===== config.mk =====
export PLATFORM = sky130hd
export DESIGN_NAME = uart_tx_arbiter
export DESIGN_NICKNAME = d
export VERILOG_FILES = /design/src/rtl/uart_arb_pkg.sv /design/src/rtl/rr_priority_pick.sv /design/src/rtl/uart_tx_arbiter.sv
export SDC_FILE = /design/constraint.sdc
export NUM_CORES = 1
export LEC_CHECK = 0
export BUFFER_PORTS_ARGS = -buffer_cell sky130_fd_sc_hd__clkbuf_2
export CORE_AREA = 2 2 60 62
export DETAILED_ROUTE_END_ITERATION = 16
export DIE_AREA = 0 0 62 64
export PLACE_DENSITY = 0.74
export SYNTH_ARGS = -nofsm -noshare
export SYNTH_HDL_FRONTEND = slang
export SYNTH_HIERARCHICAL = 1
export SYNTH_SLANG_ARGS = --single-unit
export TNS_END_PERCENT = 30

===== constraint.sdc =====
create_clock -name sysclk -period 3 [get_ports sysclk]
set_input_delay 0.3 -clock sysclk [delete_from_list [all_inputs] [get_ports sysclk]]
set_output_delay 0.3 -clock sysclk [all_outputs]
set_load 0.005 [all_outputs]

===== src/rtl/uart_arb_pkg.sv =====
// Shared types and helpers for the packet-granular UART TX arbiter.
package uart_arb_pkg;

  typedef enum logic {
    IDLE  = 1'b0,
    GRANT = 1'b1
  } arb_state_e;

  localparam int UART_BYTE_W = 8;

  function automatic int rr_next(input int ptr, input int n);
    return (ptr + 1) % n;
  endfunction

endpackage


===== src/rtl/rr_priority_pick.sv =====
// Combinational round-robin pick: first set request at or after ptr, wrapping modulo N.
module rr_priority_pick
  import uart_arb_pkg::*;
#(
  parameter int N  = 4,
  parameter int IW = $clog2(N)
) (
  input  logic [N-1:0]  req,
  input  logic [IW-1:0] ptr,
  output logic          found,
  output logic [IW-1:0] idx
);

  // Scan from the farthest offset down so the nearest hit to ptr wins.
  always_comb begin
    found = 1'b0;
    idx   = '0;
    for (int k = N - 1; k >= 0; k--) begin
      if (req[(int'(ptr) + k) % N]) begin
        found = 1'b1;
        idx   = IW'((int'(ptr) + k) % N);
      end
    end
  end

endmodule


===== src/rtl/uart_tx_arbiter.sv =====
// Grants the UART transmitter to one requester per packet, round-robin, with a
// hold-timeout watchdog that releases a requester stalling mid-packet.
module uart_tx_arbiter
  import uart_arb_pkg::*;
#(
  parameter int NUM_REQ      = 4,
  parameter int HOLD_TIMEOUT = 12000,
  parameter int DATA_W       = UART_BYTE_W
) (
  input  logic                      sysclk,
  input  logic                      rst_n,
  input  logic [NUM_REQ-1:0]        req_valid,
  input  logic [NUM_REQ*DATA_W-1:0] req_data,
  input  logic [NUM_REQ-1:0]        req_last,
  output logic [NUM_REQ-1:0]        req_ready,
  output logic                      tx_valid,
  output logic [DATA_W-1:0]         tx_data,
  input  logic                      tx_ready,
  output logic [$clog2(NUM_REQ)-1:0] grant_id,
  output logic                      busy,
  output logic                      timeout_pulse
);

  localparam int ID_W = $clog2(NUM_REQ);
  localparam int HC_W = (HOLD_TIMEOUT > 0) ? $clog2(HOLD_TIMEOUT + 1) : 1;
  localparam logic [HC_W-1:0] HC_MAX   = '1;
  localparam logic [HC_W-1:0] HC_LIMIT = HC_W'((HOLD_TIMEOUT > 0) ? HOLD_TIMEOUT - 1 : 0);

  arb_state_e      state, state_nxt;
  logic [ID_W-1:0] rr_ptr, rr_ptr_nxt;
  logic [ID_W-1:0] grant_nxt;
  logic [HC_W-1:0] hold_cnt, hold_nxt;
  logic            pulse_nxt;
  logic            pick_found;
  logic [ID_W-1:0] pick_idx;
  logic            g_valid, g_last, xfer, expire;

  rr_priority_pick #(.N(NUM_REQ), .IW(ID_W)) u_pick (
    .req   (req_valid),
    .ptr   (rr_ptr),
    .found (pick_found),
    .idx   (pick_idx)
  );

  assign g_valid = req_valid[grant_id];
  assign g_last  = req_last[grant_id];
  assign xfer    = (state == GRANT) && g_valid && tx_ready;
  // Only requester silence counts toward expiry; a downstream stall never does.
  assign expire  = (HOLD_TIMEOUT != 0) && (state == GRANT) && !g_valid && (hold_cnt == HC_LIMIT);
  assign busy    = (state == GRANT);

  always_comb begin
    tx_valid  = 1'b0;
    tx_data   = '0;
    req_ready = '0;
    if (state == GRANT) begin
      tx_valid            = g_valid;
      tx_data             = req_data[grant_id*DATA_W +: DATA_W];
      req_ready[grant_id] = tx_ready;
    end
  end

  always_comb begin
    state_nxt  = state;
    rr_ptr_nxt = rr_ptr;
    grant_nxt  = grant_id;
    hold_nxt   = hold_cnt;
    pulse_nxt  = 1'b0;
    case (state)
      IDLE: begin
        if (pick_found) begin
          state_nxt = GRANT;
          grant_nxt = pick_idx;
          hold_nxt  = '0;
        end
      end
      GRANT: begin
        if (xfer) begin
          hold_nxt = '0;
          if (g_last) begin
            state_nxt  = IDLE;
            rr_ptr_nxt = ID_W'(rr_next(int'(grant_id), NUM_REQ));
          end
        end else if (expire) begin
          state_nxt  = IDLE;
          rr_ptr_nxt = ID_W'(rr_next(int'(grant_id), NUM_REQ));
          pulse_nxt  = 1'b1;
        end else if (!g_valid && (hold_cnt != HC_MAX)) begin
          hold_nxt = hold_cnt + 1'b1;
        end
      end
      default: state_nxt = IDLE;
    endcase
  end

  always_ff @(posedge sysclk or negedge rst_n) begin
    if (!rst_n) begin
      state         <= IDLE;
      rr_ptr        <= '0;
      grant_id      <= '0;
      hold_cnt      <= '0;
      timeout_pulse <= 1'b0;
    end else begin
      state         <= state_nxt;
      rr_ptr        <= rr_ptr_nxt;
      grant_id      <= grant_nxt;
      hold_cnt      <= hold_nxt;
      timeout_pulse <= pulse_nxt;
    end
  end

endmodule


---- Word level (Yosys, flattened, before mapping) ----
Index checks and enable logic that the tools add are counted.
cells by class
  add/subtract/negate cells ............... 5
  order comparisons ....................... 6
  equality and inequality tests ........... 6
  shift-type cells ........................ 1
  multiplexer cells ....................... 44
  bitwise operators ....................... 5
  reduce and logical (&&, ||, !) cells .... 14
operators with widths
  operator                                                     number
  2-to-1 mux 14 bit                                            4
  indexed part select 32 x 6 -> 8 bit                          1
  one-hot mux 14 bit (2 select lines)                          1
  2-to-1 mux 1 bit                                             22
  adder 14 x 1 -> 14 bit (second input constant)               1
  equality test 14 bit (second input constant)                 1
  2-to-1 mux 2 bit                                             7
  inequality test 14 bit (second input constant)               1
  binary-select mux 1 bit (select 2 bit)                       6
  less-than comparator 3 x 4 -> 1 bit (second input constant)  3
  2-to-1 mux 8 bit                                             1
  logical AND 1 bit                                            6
  less-than comparator 2 x 3 -> 1 bit (second input constant)  2
  AND reduction 3 bit                                          2
  OR reduction 2 bit                                           3
  adder 2 x 1 -> 2 bit (second input constant)                 2
  adder 2 bit (second input constant)                          2
  AND 4 bit                                                    1
  2-to-1 mux 4 bit                                             1
  inequality test 2 bit (second input constant)                2
  AND 1 bit (first input constant)                             3
  inequality test 3 x 1 -> 1 bit (second input constant)       1
  inequality test 3 bit (second input constant)                1
  demux 1 bit (select 2 bit)                                   1
  other kinds (6)                                              6
word-level totals
  flip-flop bits (word level) ............. 20
  input port bits ......................... 43
  output and inout port bits .............. 17
  logic and storage cells ................. 86

---- Depth between registers and ports, before layout ----
  depth after elaboration ................. 12
  depth in mapped cells ................... 7
  gate-level depth less buffers ........... 6

---- By module ----
Netlist, hierarchy kept.
by module, submodules not included
  module            instances  cells an instance  area each (um^2)  seq. area each (um^2)
  uart_tx_arbiter   1          155                1498.9            500.5
  rr_priority_pick  1          13                 77.6              0.0

---- Least setup slack after synthesis ----
No wires, ideal clock.
  kind .................................... flip-flop to flip-flop
  from .................................... register grant_id[0]
  to ...................................... register rr_ptr[0]
  setup time .............................. 0.125 ns
  data arrival time ....................... 1.930 ns
  required time ........................... 2.875 ns
  slack ................................... 0.945 ns
  cell stages (with the launch flop) ...... 6
  path buffers ............................ 1
  period minus slack after synthesis ...... 2.055 ns
  path through ............................ dfrtp_1 buf_2 mux4_2 and4_1 nor2_1 mux2_2
on the way
  cells in the longest elaborated chain, start to end .. 7
  elaborated cells between the ends (all ways) .. 16
  classes of those cells .................. 1 x add/sub; 1 x eq/ne; 7 x mux; 7 x reduce/logical
RTL lines
  item                                    line                    RTL
  start, declared                         uart_tx_arbiter.sv:19   output logic [$clog2(NUM_REQ)-1:0] grant_id,
  start signal, assigned                  uart_tx_arbiter.sv:106  grant_id <= grant_nxt;
  binary-select mux 1 bit (select 2 bit)  uart_tx_arbiter.sv:45   assign g_valid = req_valid[grant_id];
  2-to-1 mux 1 bit (implied by the code)  uart_tx_arbiter.sv:45
  logical NOT 1 bit                       uart_tx_arbiter.sv:49   assign expire = (HOLD_TIMEOUT != 0) && (state == GRANT) && !g_valid && (hold_cnt == HC_LIMIT);
  logical AND 1 bit (2 in a row)          uart_tx_arbiter.sv:49
  nonzero test 2 bit (no line)            --
  AND reduction 3 bit (no line)           --
  end signal, assigned                    uart_tx_arbiter.sv:105  rr_ptr <= rr_ptr_nxt;
  end, declared                           uart_tx_arbiter.sv:30   logic [ID_W-1:0] rr_ptr, rr_ptr_nxt;
Parallel ways exist; a longest one is shown, timed or not. The select of a mux whose other input is x is not followed.
A chain may end at the register's enable or synchronous reset.

---- Worst setup path in the final report ----
  from .................................... register grant_id[0]
  to ...................................... register hold_cnt[9]
on the way
  cells in the longest elaborated chain, start to end .. 7
  elaborated cells between the ends (all ways) .. 13
  classes of those cells .................. 2 x eq/ne; 4 x mux; 7 x reduce/logical
RTL lines
  item                                        line                                          RTL
  binary-select mux 1 bit (select 2 bit) (*)  uart_tx_arbiter.sv:45
  2-to-1 mux 1 bit (implied by the code) (*)  uart_tx_arbiter.sv:45
  logical NOT 1 bit                           uart_tx_arbiter.sv:49, uart_tx_arbiter.sv:88
  logical AND 1 bit (2 in a row)              uart_tx_arbiter.sv:49
  inequality test 3 bit (no line)             --
  AND reduction 3 bit (no line)               --
  end signal, assigned                        uart_tx_arbiter.sv:107                        hold_cnt <= hold_nxt;
  end, declared                               uart_tx_arbiter.sv:32                         logic [HC_W-1:0] hold_cnt, hold_nxt;
Every way passes the cells marked *; elsewhere a longest branch is shown, timed or not. The select of a mux whose other input is x is not followed.

==> results by group <==
Placement
  – IO buf count: 59
  – Worst slack, placed: between 0.8 and 0.9 ns
  – HPWL Detailed: just over 3000 um
  – Final GP Congestion: between 0.8 and 0.9

Route
  – DR iter-0 viols: 70
  – Vias/cell: roughly 5.8
  – Final ANT Viol Nets: 0
  – DRC Markers: 0
  – WL/cell: 14.4 um
  – Initial DRT Pass Iterations: 4
  – WL final: ~3900 um
  – DR vias: 1574

Power
  – Psw: between 0.4 and 0.5 mW
  – Net Sw Frac: 0.394
  – Pwr Density: just over 600 nW/um^2
  – Combinational share of power: 0.567
  – Internal: 0.743 mW
  – Leak: 0.911 nW
  – Peak supply drop: 0.000442 V
  – Sequential share of power: 0.309
  – Clock power share: 0.125

Timing
  – Final worst-path cycle share: 0.726
  – Fin Setup TNS: 0 ns
  – RSZ-0062 raised after global routing: no
  – Setup ws final: 0.821 ns
  – Rel. slew slack: 0.652
  – Final setup viols: 0
  – Post-layout min period: approximately 2.2 ns
  – Fmax: ~0.46 GHz
  – Final Hold Viols: 0
  – Fin. max-slew vios: 0
  – Final Skew: 0.00392 ns
  – Worst slew pin tran: approximately 0.52 ns

Critical path
  – Worst path arrival time: about 2.4 ns
  – Setup crit start kind: register
  – Crit path cell chain: mux4_2 -> a41oi_4 -> nor4b_2 -> o21ai_1 -> a22o_1
  – WS Path Type: reg2reg
  – Crit. End Element: register
  – Family with the most delay on the worst path: compound AO/OA/AOI/OAI gates
  – Crit path required time: ~3.2 ns
  – CP max stage delay: about 0.6 ns
  – Worst path slowest cell: mux4_2
  – Crit path max fanout: 17
  – Worst path buffer plus inverter count: 0

Synthesis
  – Top cell type's share of synthesized area: 0.317
  – Area leader, netlist: dfrtp_1
  – Top post-synthesis cells by area: dfrtp_1, mux4_2, o21ai_0
  – Top_reg_cell synth: dfrtp_1
  – Register area share after synthesis: 0.317
  – Synthesized area per cell: 9.38 um^2
  – Count leader, synth: dfrtp_1
  – Number of synthesized flops with an enable pin: 0
  – Asr flop ratio synth: 1.00
  – Count of cell types in the netlist: 36
  – Post-synthesis net count: 216
  – Cell Area, Synth: 1580 um^2
  – Synth cell count leaders: dfrtp_1, o21ai_0, nand2_1, nor2_1
  – Number of synthesized register bits: 20
  – Post-Synthesis Cells: between 150 and 200
  – Warnings from Yosys: 6

Floorplan
  – Die Y: roughly 64 um
  – Row cnt: 21
  – Initial Utilization: 0.480
  – I/O pins: 60
  – Die area: 3970 um^2
  – Core area: approximately 3300 um^2
  – Die Width: slightly above 60 um

Clock tree
  – Clk sinks: 20
  – Clock transition at path regs: about 0.11 ns
  – Root Driver: clkbuf_4
  – Post-CTS Resized: 0
  – Clk buf depth: 2
  – Num CTS Buffers: 3
  – Clk_lat worst skew: around 0.3 ns
  – H-tree depth: 1
  – CTS tree: done

Status
  – Status: completed

GRT
  – Initial antenna violation count: 0
  – Vias in the first global route: ~1400
  – All-layer global routing usage: 0.204
  – GRT overflow: 0
  – Largest net degree at the start of global routing: 21
  – First-pass GRT wire length: ~6300 um

Finish
  – Area grow syn2layout: 24.8%
  – # fillers: 295
  – Final net count: ~280
  – Antenna cells: 0
  – Share of cells above drive strength 1: 0.370

Min path
  – Hold crit path type: in2reg

Flow run
  – Max cap viols: 0
==> what timing repair did <==
| item | in CTS | in global routing |
|---|---|---|
| hold endpoints to repair | 20 | 0 |
| buffers inserted | 0 | 0 |
| hold buffers | 1 | 0 |
==> cell usage in the layout (no fill, tap or decap), types with 7 or more instances in the layout <==
cell type and count:
nand3_1 10, nor2_1 11, o21ai_0 17, nand2_1 13, a31oi_1 7, clkbuf_2 59
mux4_2 10, dfrtp_1 20, and2_1 9, and3_1 7, a21oi_1 8
==> final cells by class <==
cell class | instances | area [um^2] | area share
inverters | 4 | 15.0 | 0.00763
clock buffers | 4 | 36.3 | 0.0184
well taps | 46 | 57.6 | 0.0292
flip-flops and latches | 20 | 500 | 0.254
repair buffers | 64 | 335 | 0.170
multi-input cells | 135 | 1020 | 0.520
==> per-layer routing <==
layer / wire length (um) / track usage / vias up
li1: - / - / 761
met1: 1790 / 0.288 / 732
met2: 1780 / 0.335 / 75
met3: 339 / 0.0223 / 6
met4: 28 / 0.0372 / 0
met5: 0 / 0 / -
==> through the flow <==
stage / total power, mW / utilization / hold WS, ns / area [um^2] / std cells
finish: 1.23 / 0.599 / 0.385 / 1970 / 273
floorplan: 0.846 / - / 0.00441 / 1580 / 168
detailed placement: 1.08 / 0.585 / 0.283 / 1920 / 268
global placement: 1.07 / 0.585 / 0.286 / 1920 / 268
CTS: 1.23 / 0.599 / 0.374 / 1970 / 273
global route: 1.35 / 0.599 / 0.407 / 1970 / 273
==> path summary, 6_finish.rpt <==
check / startpoint / end / slack (ns) / depth (start not counted)
min in group asynchronous: rst_n / hold_cnt[1] / 0.50 / 2
max in group asynchronous: rst_n / hold_cnt[12] / 2.16 / 2
min reg2reg: hold_cnt[13] / hold_cnt[13] / 0.52 / 1
max reg2reg: grant_id[0] / hold_cnt[9] / 0.82 / 5
max: grant_id[0] / hold_cnt[9] / 0.82 / 5
min: req_valid[0] / grant_id[0] / 0.38 / 4
==> kinds of logic after synthesis <==
| kind of cell | Yosys count | synth area share |
|---|---|---|
| mux | 13 | 0.163 |
| flops | 20 | 0.317 |
| simple gates | 72 | 0.257 |
| fa+ha+maj | 5 | 0.0397 |
| compound gates | 45 | 0.189 |
| buf+inv | 13 | 0.0333 |
==> power groups by stage <==
stage,Clock (mW),Combinational [mW],Sequential [mW]
2_1_floorplan,0,0.478,0.368
3_5_place_dp,0,0.695,0.383
3_3_place_gp,0,0.689,0.382
5_1_grt,0.171,0.789,0.388
4_1_cts,0.158,0.698,0.377
6_report,0.153,0.695,0.378
==> registers in the layout (all words and copies together), names as in the netlist <==
register and count:
hold_cnt 14, grant_id 2, rr_ptr 2, busy 1, timeout_pulse 1
==> worst min-delay path, cell delays in order <==
cell and delay [ns]:
clkbuf_2 0.11, a211oi_2 0.06, nand2_1 0.05, o21ai_0 0.10
No activity file was read; power rests on OpenSTA's default activity.
